`src/rtl/fetch_if.sv`:
```
// Fetch-stage bus bundle: instruction-memory port, redirect/stall inputs and
// the IF/ID payload driven by fetch_unit.
//
// Handshake: the memory side sees a request whenever imem_req=1 and answers
// for the current imem_addr by raising imem_ready with imem_rdata in the same
// cycle, after 1..N cycles. The downstream side consumes instr_out and
// pc_plus2_out when valid_out=1. It holds them by raising stall, which keeps
// the payload frozen for that cycle.
interface fetch_if;
  logic        stall;
  logic        branch_taken;
  logic [15:0] branch_target;
  logic        imem_req;
  logic [15:0] imem_addr;
  logic [15:0] imem_rdata;
  logic        imem_ready;
  logic [15:0] instr_out;
  logic [15:0] pc_plus2_out;
  logic        valid_out;
  logic        halted;

  modport master (
    input  stall, branch_taken, branch_target, imem_rdata, imem_ready,
    output imem_req, imem_addr, instr_out, pc_plus2_out, valid_out, halted
  );

  modport slave (
    output stall, branch_taken, branch_target, imem_rdata, imem_ready,
    input  imem_req, imem_addr, instr_out, pc_plus2_out, valid_out, halted
  );
endinterface

```
`src/rtl/fetch_unit.sv`:
```
// Instruction fetch unit: walks the PC through instruction memory, registers
// the fetched word for the IF/ID stage, and handles redirects, stalls and HLT.
// Optional macro FETCH_SKID_EN adds a one-entry skid buffer. The buffer keeps
// a response that arrives during a stall, so the unit does not re-request it.
module fetch_unit (
  input  logic       clk,
  input  logic       rst,
  fetch_if.master    bus,
  output logic [1:0] state_dbg
);

  typedef enum logic [1:0] {
    S_IDLE = 2'd0,
    S_REQ  = 2'd1,
    S_HOLD = 2'd2,
    S_HALT = 2'd3
  } state_t;

  state_t      state;
  logic [15:0] pc;
  logic [15:0] instr_q;
  logic [15:0] pc_plus2_q;
  logic        valid_q;
  logic        halted_q;
`ifdef FETCH_SKID_EN
  logic [15:0] skid_data;
  logic        skid_full;
`endif

  function automatic logic is_hlt(input logic [15:0] word);
    return word[15:12] == 4'hF;
  endfunction

  // Fetch FSM and all payload registers; redirect outranks everything but reset.
  always_ff @(posedge clk) begin
    if (!rst) begin
      state      <= S_IDLE;
      pc         <= 16'h0000;
      instr_q    <= 16'h0000;
      pc_plus2_q <= 16'h0000;
      valid_q    <= 1'b0;
      halted_q   <= 1'b0;
`ifdef FETCH_SKID_EN
      skid_data  <= 16'h0000;
      skid_full  <= 1'b0;
`endif
    end else if (bus.branch_taken) begin
      // Same-cycle memory data belongs to the old path and is dropped.
      pc       <= bus.branch_target & 16'hFFFE;
      valid_q  <= 1'b0;
      halted_q <= 1'b0;
      state    <= S_REQ;
`ifdef FETCH_SKID_EN
      skid_full <= 1'b0;
`endif
    end else begin
      case (state)
        S_IDLE: state <= S_REQ;

        S_REQ: begin
          if (bus.imem_ready && !bus.stall) begin
            instr_q    <= bus.imem_rdata;
            pc_plus2_q <= pc + 16'd2;
            valid_q    <= 1'b1;
            pc         <= pc + 16'd2;
            if (is_hlt(bus.imem_rdata)) begin
              state    <= S_HALT;
              halted_q <= 1'b1;
            end
          end else if (bus.imem_ready) begin
`ifdef FETCH_SKID_EN
            // Park the word; pc already points past it so HOLD never refetches.
            skid_data <= bus.imem_rdata;
            skid_full <= 1'b1;
            pc        <= pc + 16'd2;
            state     <= S_HOLD;
`endif
            // Without the skid buffer the word is dropped and pc is re-requested.
          end else if (!bus.stall) begin
            valid_q <= 1'b0;
          end
        end

        S_HOLD: begin
`ifdef FETCH_SKID_EN
          if (!bus.stall && skid_full) begin
            instr_q    <= skid_data;
            pc_plus2_q <= pc;
            valid_q    <= 1'b1;
            skid_full  <= 1'b0;
            if (is_hlt(skid_data)) begin
              state    <= S_HALT;
              halted_q <= 1'b1;
            end else begin
              state <= S_REQ;
            end
          end
`else
          state <= S_REQ;
`endif
        end

        S_HALT: begin
          if (!bus.stall) valid_q <= 1'b0;
        end

        default: state <= S_IDLE;
      endcase
    end
  end

  assign bus.imem_req     = (state == S_REQ);
  assign bus.imem_addr    = pc;
  assign bus.instr_out    = instr_q;
  assign bus.pc_plus2_out = pc_plus2_q;
  assign bus.valid_out    = valid_q;
  assign bus.halted       = halted_q;
  assign state_dbg        = state;

endmodule

```
`src/flat_wrapper.sv`:
```
// flat-port wrapper written by rule: the top's interface ports become plain ports
module fetch_unit_flat 
  (clk, rst, state_dbg, bus_stall, bus_branch_taken, bus_branch_target, bus_imem_rdata, bus_imem_ready, bus_imem_req, bus_imem_addr, bus_instr_out, bus_pc_plus2_out, bus_valid_out, bus_halted);
  fetch_if bus_i ();
  input  logic clk;
  input  logic rst;
  output logic [1:0] state_dbg;
  input wire logic [$bits(bus_i.stall)-1:0] bus_stall;
  input wire logic [$bits(bus_i.branch_taken)-1:0] bus_branch_taken;
  input wire logic [$bits(bus_i.branch_target)-1:0] bus_branch_target;
  input wire logic [$bits(bus_i.imem_rdata)-1:0] bus_imem_rdata;
  input wire logic [$bits(bus_i.imem_ready)-1:0] bus_imem_ready;
  output wire logic [$bits(bus_i.imem_req)-1:0] bus_imem_req;
  output wire logic [$bits(bus_i.imem_addr)-1:0] bus_imem_addr;
  output wire logic [$bits(bus_i.instr_out)-1:0] bus_instr_out;
  output wire logic [$bits(bus_i.pc_plus2_out)-1:0] bus_pc_plus2_out;
  output wire logic [$bits(bus_i.valid_out)-1:0] bus_valid_out;
  output wire logic [$bits(bus_i.halted)-1:0] bus_halted;
  assign bus_i.stall = bus_stall;
  assign bus_i.branch_taken = bus_branch_taken;
  assign bus_i.branch_target = bus_branch_target;
  assign bus_i.imem_rdata = bus_imem_rdata;
  assign bus_i.imem_ready = bus_imem_ready;
  assign bus_imem_req = bus_i.imem_req;
  assign bus_imem_addr = bus_i.imem_addr;
  assign bus_instr_out = bus_i.instr_out;
  assign bus_pc_plus2_out = bus_i.pc_plus2_out;
  assign bus_valid_out = bus_i.valid_out;
  assign bus_halted = bus_i.halted;
  fetch_unit u_core (.clk(clk), .rst(rst), .bus(bus_i), .state_dbg(state_dbg));
endmodule
```
`config.mk`:
```
export PLATFORM = sky130hd
export DESIGN_NAME = fetch_unit_flat
export DESIGN_NICKNAME = d
export VERILOG_FILES = /design/src/rtl/fetch_if.sv /design/src/rtl/fetch_unit.sv /design/src/flat_wrapper.sv
export SDC_FILE = /design/constraint.sdc
export NUM_CORES = 1
export LEC_CHECK = 0
export BUFFER_PORTS_ARGS = -buffer_cell sky130_fd_sc_hd__buf_4
export CAP_MARGIN = 20
export CORE_UTILIZATION = 45
export DETAILED_ROUTE_END_ITERATION = 10
export PLACE_DENSITY_LB_ADDON = 0.1
export SKIP_CTS_REPAIR_TIMING = 1
export SYNTH_ARGS = -nofsm -noshare
export SYNTH_HDL_FRONTEND = slang
export SYNTH_SLANG_ARGS = --single-unit
```
`constraint.sdc`:
```
create_clock -name clk -period 2.1 [get_ports clk]
set_clock_uncertainty 0.15 [all_clocks]
set_input_delay 0.42 -clock clk [delete_from_list [all_inputs] [get_ports clk]]
set_output_delay 0.42 -clock clk [all_outputs]
set_load 0.005 [all_outputs]
```
# Word level (Yosys, flattened, before mapping)
# Index checks and enable logic that the tools add are counted.
dict set report totals {
  reg_bits 52
  latch_bits 0
  mem_bits_rw 0
  rom_bits 0
  input_bits 37
  output_inout_bits 53
  elab_cells 48
  memories 0
}
dict set report op_classes {
  add_sub_neg 1
  multipliers 0
  n_div 0
  magnitude_cmp 0
  n_eq_ne 9
  n_shift 0
  mux 11
  bitwise 2
  reduce_logical 17
}
# operator count
set ops {}
lappend ops {{$mux W16} 3}
lappend ops {{$add A16 B2 Y16 const B} 1}
lappend ops {{$reduce_and A3 Y1} 4}
lappend ops {{$ne A3 B2 Y1 const B} 3}
lappend ops {{$reduce_bool A2 Y1} 4}
lappend ops {{$reduce_and A2 Y1} 3}
lappend ops {{$eq A2 B2 Y1 const B} 2}
lappend ops {{$eq A4 B4 Y1 const B} 1}
lappend ops {{$mux W1} 4}
lappend ops {{$mux W2} 2}
lappend ops {{$ne A2 B1 Y1 const B} 2}
lappend ops {{$pmux W2 S2} 1}
lappend ops {{$reduce_or A2 Y1} 2}
lappend ops {{$reduce_bool A3 Y1} 1}
lappend ops {{$eq A2 B1 Y1 const B} 1}
lappend ops {{$logic_not A2 Y1} 1}
lappend ops {{$not A1 Y1} 2}
lappend ops {{$pmux W1 S2} 1}
lappend ops {{$logic_and A1 B1 Y1} 1}
lappend ops {{$logic_not A1 Y1} 1}

# Logic depth before layout (Yosys ltp)
dict set report depth {
  ltp_word 5
  mapped_depth 6
  mapped_depth_nobuf 5
}

# Worst setup path after synthesis
# Ideal clock, no wire load.
dict set report synth_timing {
  path_kind {register to register}
  startpoint {reg u_core.pc[1] (netlist: u_core.bus.imem_addr[1])}
  endpoint {reg u_core.pc_plus2_q[13] (netlist: u_core.bus.pc_plus2_out[13])}
  setup_time_ps 58
  arrival_time_ps 1484
  required_ps 1892
  path_slack_ps 408
  stages_incl_launch_ff 6
  n_path_buf 0
  path_cell_list {dfxtp_1 > ha_1 > and4_1 > a41oi_1 > a2111oi_2 > a31o_2}
}
dict set report synth_via {
  elab_chain_len 1
}
# element line_no
set synth_lines {}
lappend synth_lines {{from (decl)} fetch_unit.sv:20} ;# logic [15:0] pc;
lappend synth_lines {{from (signal assigned)} fetch_unit.sv:49} ;# pc <= bus.branch_target & 16'hFFFE;
lappend synth_lines {{from (signal assigned)} fetch_unit.sv:65} ;# pc <= pc + 16'd2;
lappend synth_lines {{$add A16 B2 Y16} fetch_unit.sv:63} ;# pc_plus2_q <= pc + 16'd2;
lappend synth_lines {{to (signal assigned)} fetch_unit.sv:63}
lappend synth_lines {{to (decl)} fetch_unit.sv:22} ;# logic [15:0] pc_plus2_q;
# No other way between the ends.
# A chain may end at the register's enable or synchronous reset.

# Final worst setup path
dict set report layout_timing {
  startpoint {reg u_core.pc[2] (netlist: u_core.bus.imem_addr[2])}
  endpoint {reg u_core.pc_plus2_q[13] (netlist: u_core.bus.pc_plus2_out[13])}
}
# Same word-level chain as after synthesis.

==> flow_metrics.py <==
metrics = {
    "die": {
        "die_y_um": 74.2,
        "coreArea_um2": 4880,
        "die_w_um": 74.2,
        "io_pins": 90,
        "fp.dieArea_um2": 5510,
        "row_count": 25,
        "initial_core_util": 0.481,
    },
    "timing": {
        "min_period_over_period": 0.888,
        "setup_violations": 0,
        "min_period_ns": 1.86,
        "fmax_mhz": 536,
        "final_max_slew_viol_count": 0,
        "rsz0062_at_grt": "false",
        "setup_tns_ns": 0,
        "hold_viol": 0,
    },
    "finish": {
        "nets": 398,
        "diodes": 0,
        "post_route_cells_drive_above_1_share": 0.319,
        "fin_area_um2": 3150,
        "syn_to_final_growth_pct": 34.3,
    },
    "grt": {
        "overflow": 0,
        "grt_usage": 0.219,
        "grt_pass1_wl_mm": 9.13,
        "antenna_found_initial": 0,
        "grt_start_max_net_pins": 48,
        "grt_pass1_vias": 1853,
    },
    "yosys": {
        "synthArstFlopShare": 0,
        "synth_cells": 279,
        "synth_area_um2": 2350,
        "yosys_register_bits": 50,
        "synth_edf_count": 0,
        "yosysTopAreaCellShare": 0.426,
        "synth_area_leaders": "dfxtp_1 43%, nand2_1 8.0%, a21boi_0 5.8%, o21ai_0 5.5%, xnor2_1 5.2%",
        "synth_cell_types": 40,
        "post-synth-top-area-cell": "dfxtp_1",
        "synthFlopType": "dfxtp_1",
        "ys_seq_area_frac": 0.426,
        "postSynthAreaPerCell_um2": 8.42,
        "yosys_warnings": 0,
    },
    "flow_run": {
        "drv_cap": 0,
    },
    "setup_path": {
        "rrSetupSlack_ns": 0.24,
        "startpoint": "u_core.bus.imem_addr[2]",
        "critPathCaptureType": "flop",
        "crit_arrival_ns": 1.96,
        "cp_max_fo": 5,
        "r2r_end": "u_core.bus.pc_plus2_out[13]",
        "critPathRequiredTime_ns": 2.20,
        "cp-endpoint": "u_core.bus.pc_plus2_out[13]",
        "r2r_cells": 5,
        "startpoint_type": "flop",
        "rr_startpoint": "u_core.bus.imem_addr[2]",
        "worstSetupPathType": "reg -> reg",
    },
    "power_and_ir_drop": {
        "switching_share": 0.258,
        "power.internal_w": 0.00140,
        "pwr-share-seq": 0.545,
        "combPwrFrac": 0.138,
        "vdd_drop_max_v": 0.000372,
        "p_sw_w": 0.000486,
        "p_leak_nw": 1.31,
        "p_clk_frac": 0.317,
        "powerDensity_nw_per_um2": 597,
    },
    "routing": {
        "wire_per_inst_um": 14.0,
        "routed_wl_mm": 5.98,
        "drc": 0,
        "drt_iter0_drc": 111,
        "drtAntennaViolNets": 0,
        "vias": 2194,
        "dr.pass1.iters": 4,
        "viasPerCell": 5.13,
    },
    "cts": {
        "cts.sinks": 50,
        "cts.reportedPaths.clkPinSlew_ns": 0.10,
        "h-tree-depth": 2,
        "cts_buffers": 5,
        "clockBufferDepth": 2,
        "cts_tree": "yes",
        "clockRootBuffer": "clkbuf_8",
        "insertion_delay_ns": 0.30,
    },
    "status": {
        "outcome": "finished clean",
    },
    "placement": {
        "placed_area_um2": 3060,
        "gp_congestion": 0.880,
        "hpwlAfterDp_mm": 4.28,
        "portBuffers": 86,
    },
    "hold_path": {
        "hold_path_class": "in -> reg",
    },
}
## through the flow
stage               power (W)  std cells  worst slack [ns]  hold slack (ns)  utilization
finish                0.00188        428             0.236            0.214        0.646
detailed placement    0.00131        420             0.243            0.307        0.627
CTS                   0.00190        428             0.229            0.206        0.646
global placement      0.00131        420             0.258            0.301        0.627
global route          0.00197        428            0.0911            0.210        0.646
floorplan             0.00117        280             0.408            0.310            -
## final cells by class
type                    count  area (um^2)
inverters                   4         15.0
clock buffers               6         82.6
well taps                  67         83.8
clock inverters             2         12.5
repair buffers             99          756
multi-input cells         200         1200
fillers                   458         1730
flip-flops and latches     50         1000
## metal layers
layer	vias up	share of wire	wire, um	global-route usage
met5	-	0	0	0
met4	0	0.0050	30	0.0566
met3	4	0.053	316	0.0474
met2	62	0.45	2700	0.334
met1	1000	0.49	2940	0.315
li1	1128	-	-	-
## cells in the mapped netlist (3+ instances only)
cell and count:
dfxtp_1 50, nand2_1 50, o21ai_0 26, a21boi_0 18
a21oi_1 17, xnor2_1 14, clkbuf_1 13, nor3_1 11
nor2_1 10, buf_2 7, nand4_1 7, and4_1 5
buf_4 5, xor2_1 5, and2_1 4, inv_1 4
a31oi_1 3, nand3_1 3, o211a_1 3
## placed cells by master (no fill, tap or decap), types with 2 or more instances in the layout
cell type / instances
nor4_1: 2
nand4_1: 7
a21boi_0: 18
a31o_2: 2
a211oi_1: 2
o21ai_0: 26
dfxtp_1: 50
a31oi_1: 3
nand2_1: 50
nor3_1: 11
xnor2_1: 14
nand3_1: 3
clkbuf_8: 6
and2_1: 4
o211a_1: 3
conb_1: 2
inv_1: 4
a21oi_1: 17
nor2_1: 10
and4_1: 5
buf_4: 98
xor2_1: 5
## power groups by stage
stage | combinational (W) | clock [W] | sequential [W]
6_report | 0.000260 | 0.000597 | 0.00103
2_1_floorplan | 0.000134 | 0 | 0.00103
4_1_cts | 0.000261 | 0.000613 | 0.00103
5_1_grt | 0.000286 | 0.000653 | 0.00103
3_5_place_dp | 0.000260 | 0 | 0.00105
3_3_place_gp | 0.000258 | 0 | 0.00105
## worst min path at each step
stage	startpoint	endpoint	slack, ns	cells after the start
after floorplan	u_core.bus.instr_out[0]	u_core.bus.instr_out[0]	0.31	2
after global placement	u_core.bus.instr_out[15]	u_core.bus.instr_out[15]	0.30	2
after detailed placement	u_core.bus.instr_out[14]	u_core.bus.instr_out[14]	0.31	2
after CTS	bus_imem_rdata[2]	u_core.bus.instr_out[2]	0.21	3
after global routing	bus_imem_rdata[6]	u_core.bus.instr_out[6]	0.21	3
final	bus_imem_rdata[2]	u_core.bus.instr_out[2]	0.21	3
## sequential cells by signal, indices dropped and copies added, names as in the netlist, named ones only
| name | count |
|---|---|
| u_core.bus.instr_out | 16 |
| u_core.bus.imem_addr | 15 |
| u_core.bus.halted | 1 |
| u_core.bus.pc_plus2_out | 15 |
| u_core.state_dbg | 2 |
## critical path, cell delays in order (launching register included)
cell,delay (ns)
dfxtp_1,0.40
ha_1,0.30
and4_1,0.27
a41oi_1,0.14
a2111oi_2,0.39
a31o_2,0.16
## kinds of logic after synthesis
family	after synthesis	share of synthesized area
xor gates and xnor gates	19	0.0709
muxes	1	0.00426
adders and majority gates	1	0.00533
DFF	50	0.426
other	1	0.00160
AOI/OAI and AO/OA	76	0.205
buffers and inverters	30	0.0629
and+or+nand+nor	101	0.224
(Power assumes the default switching activity.)
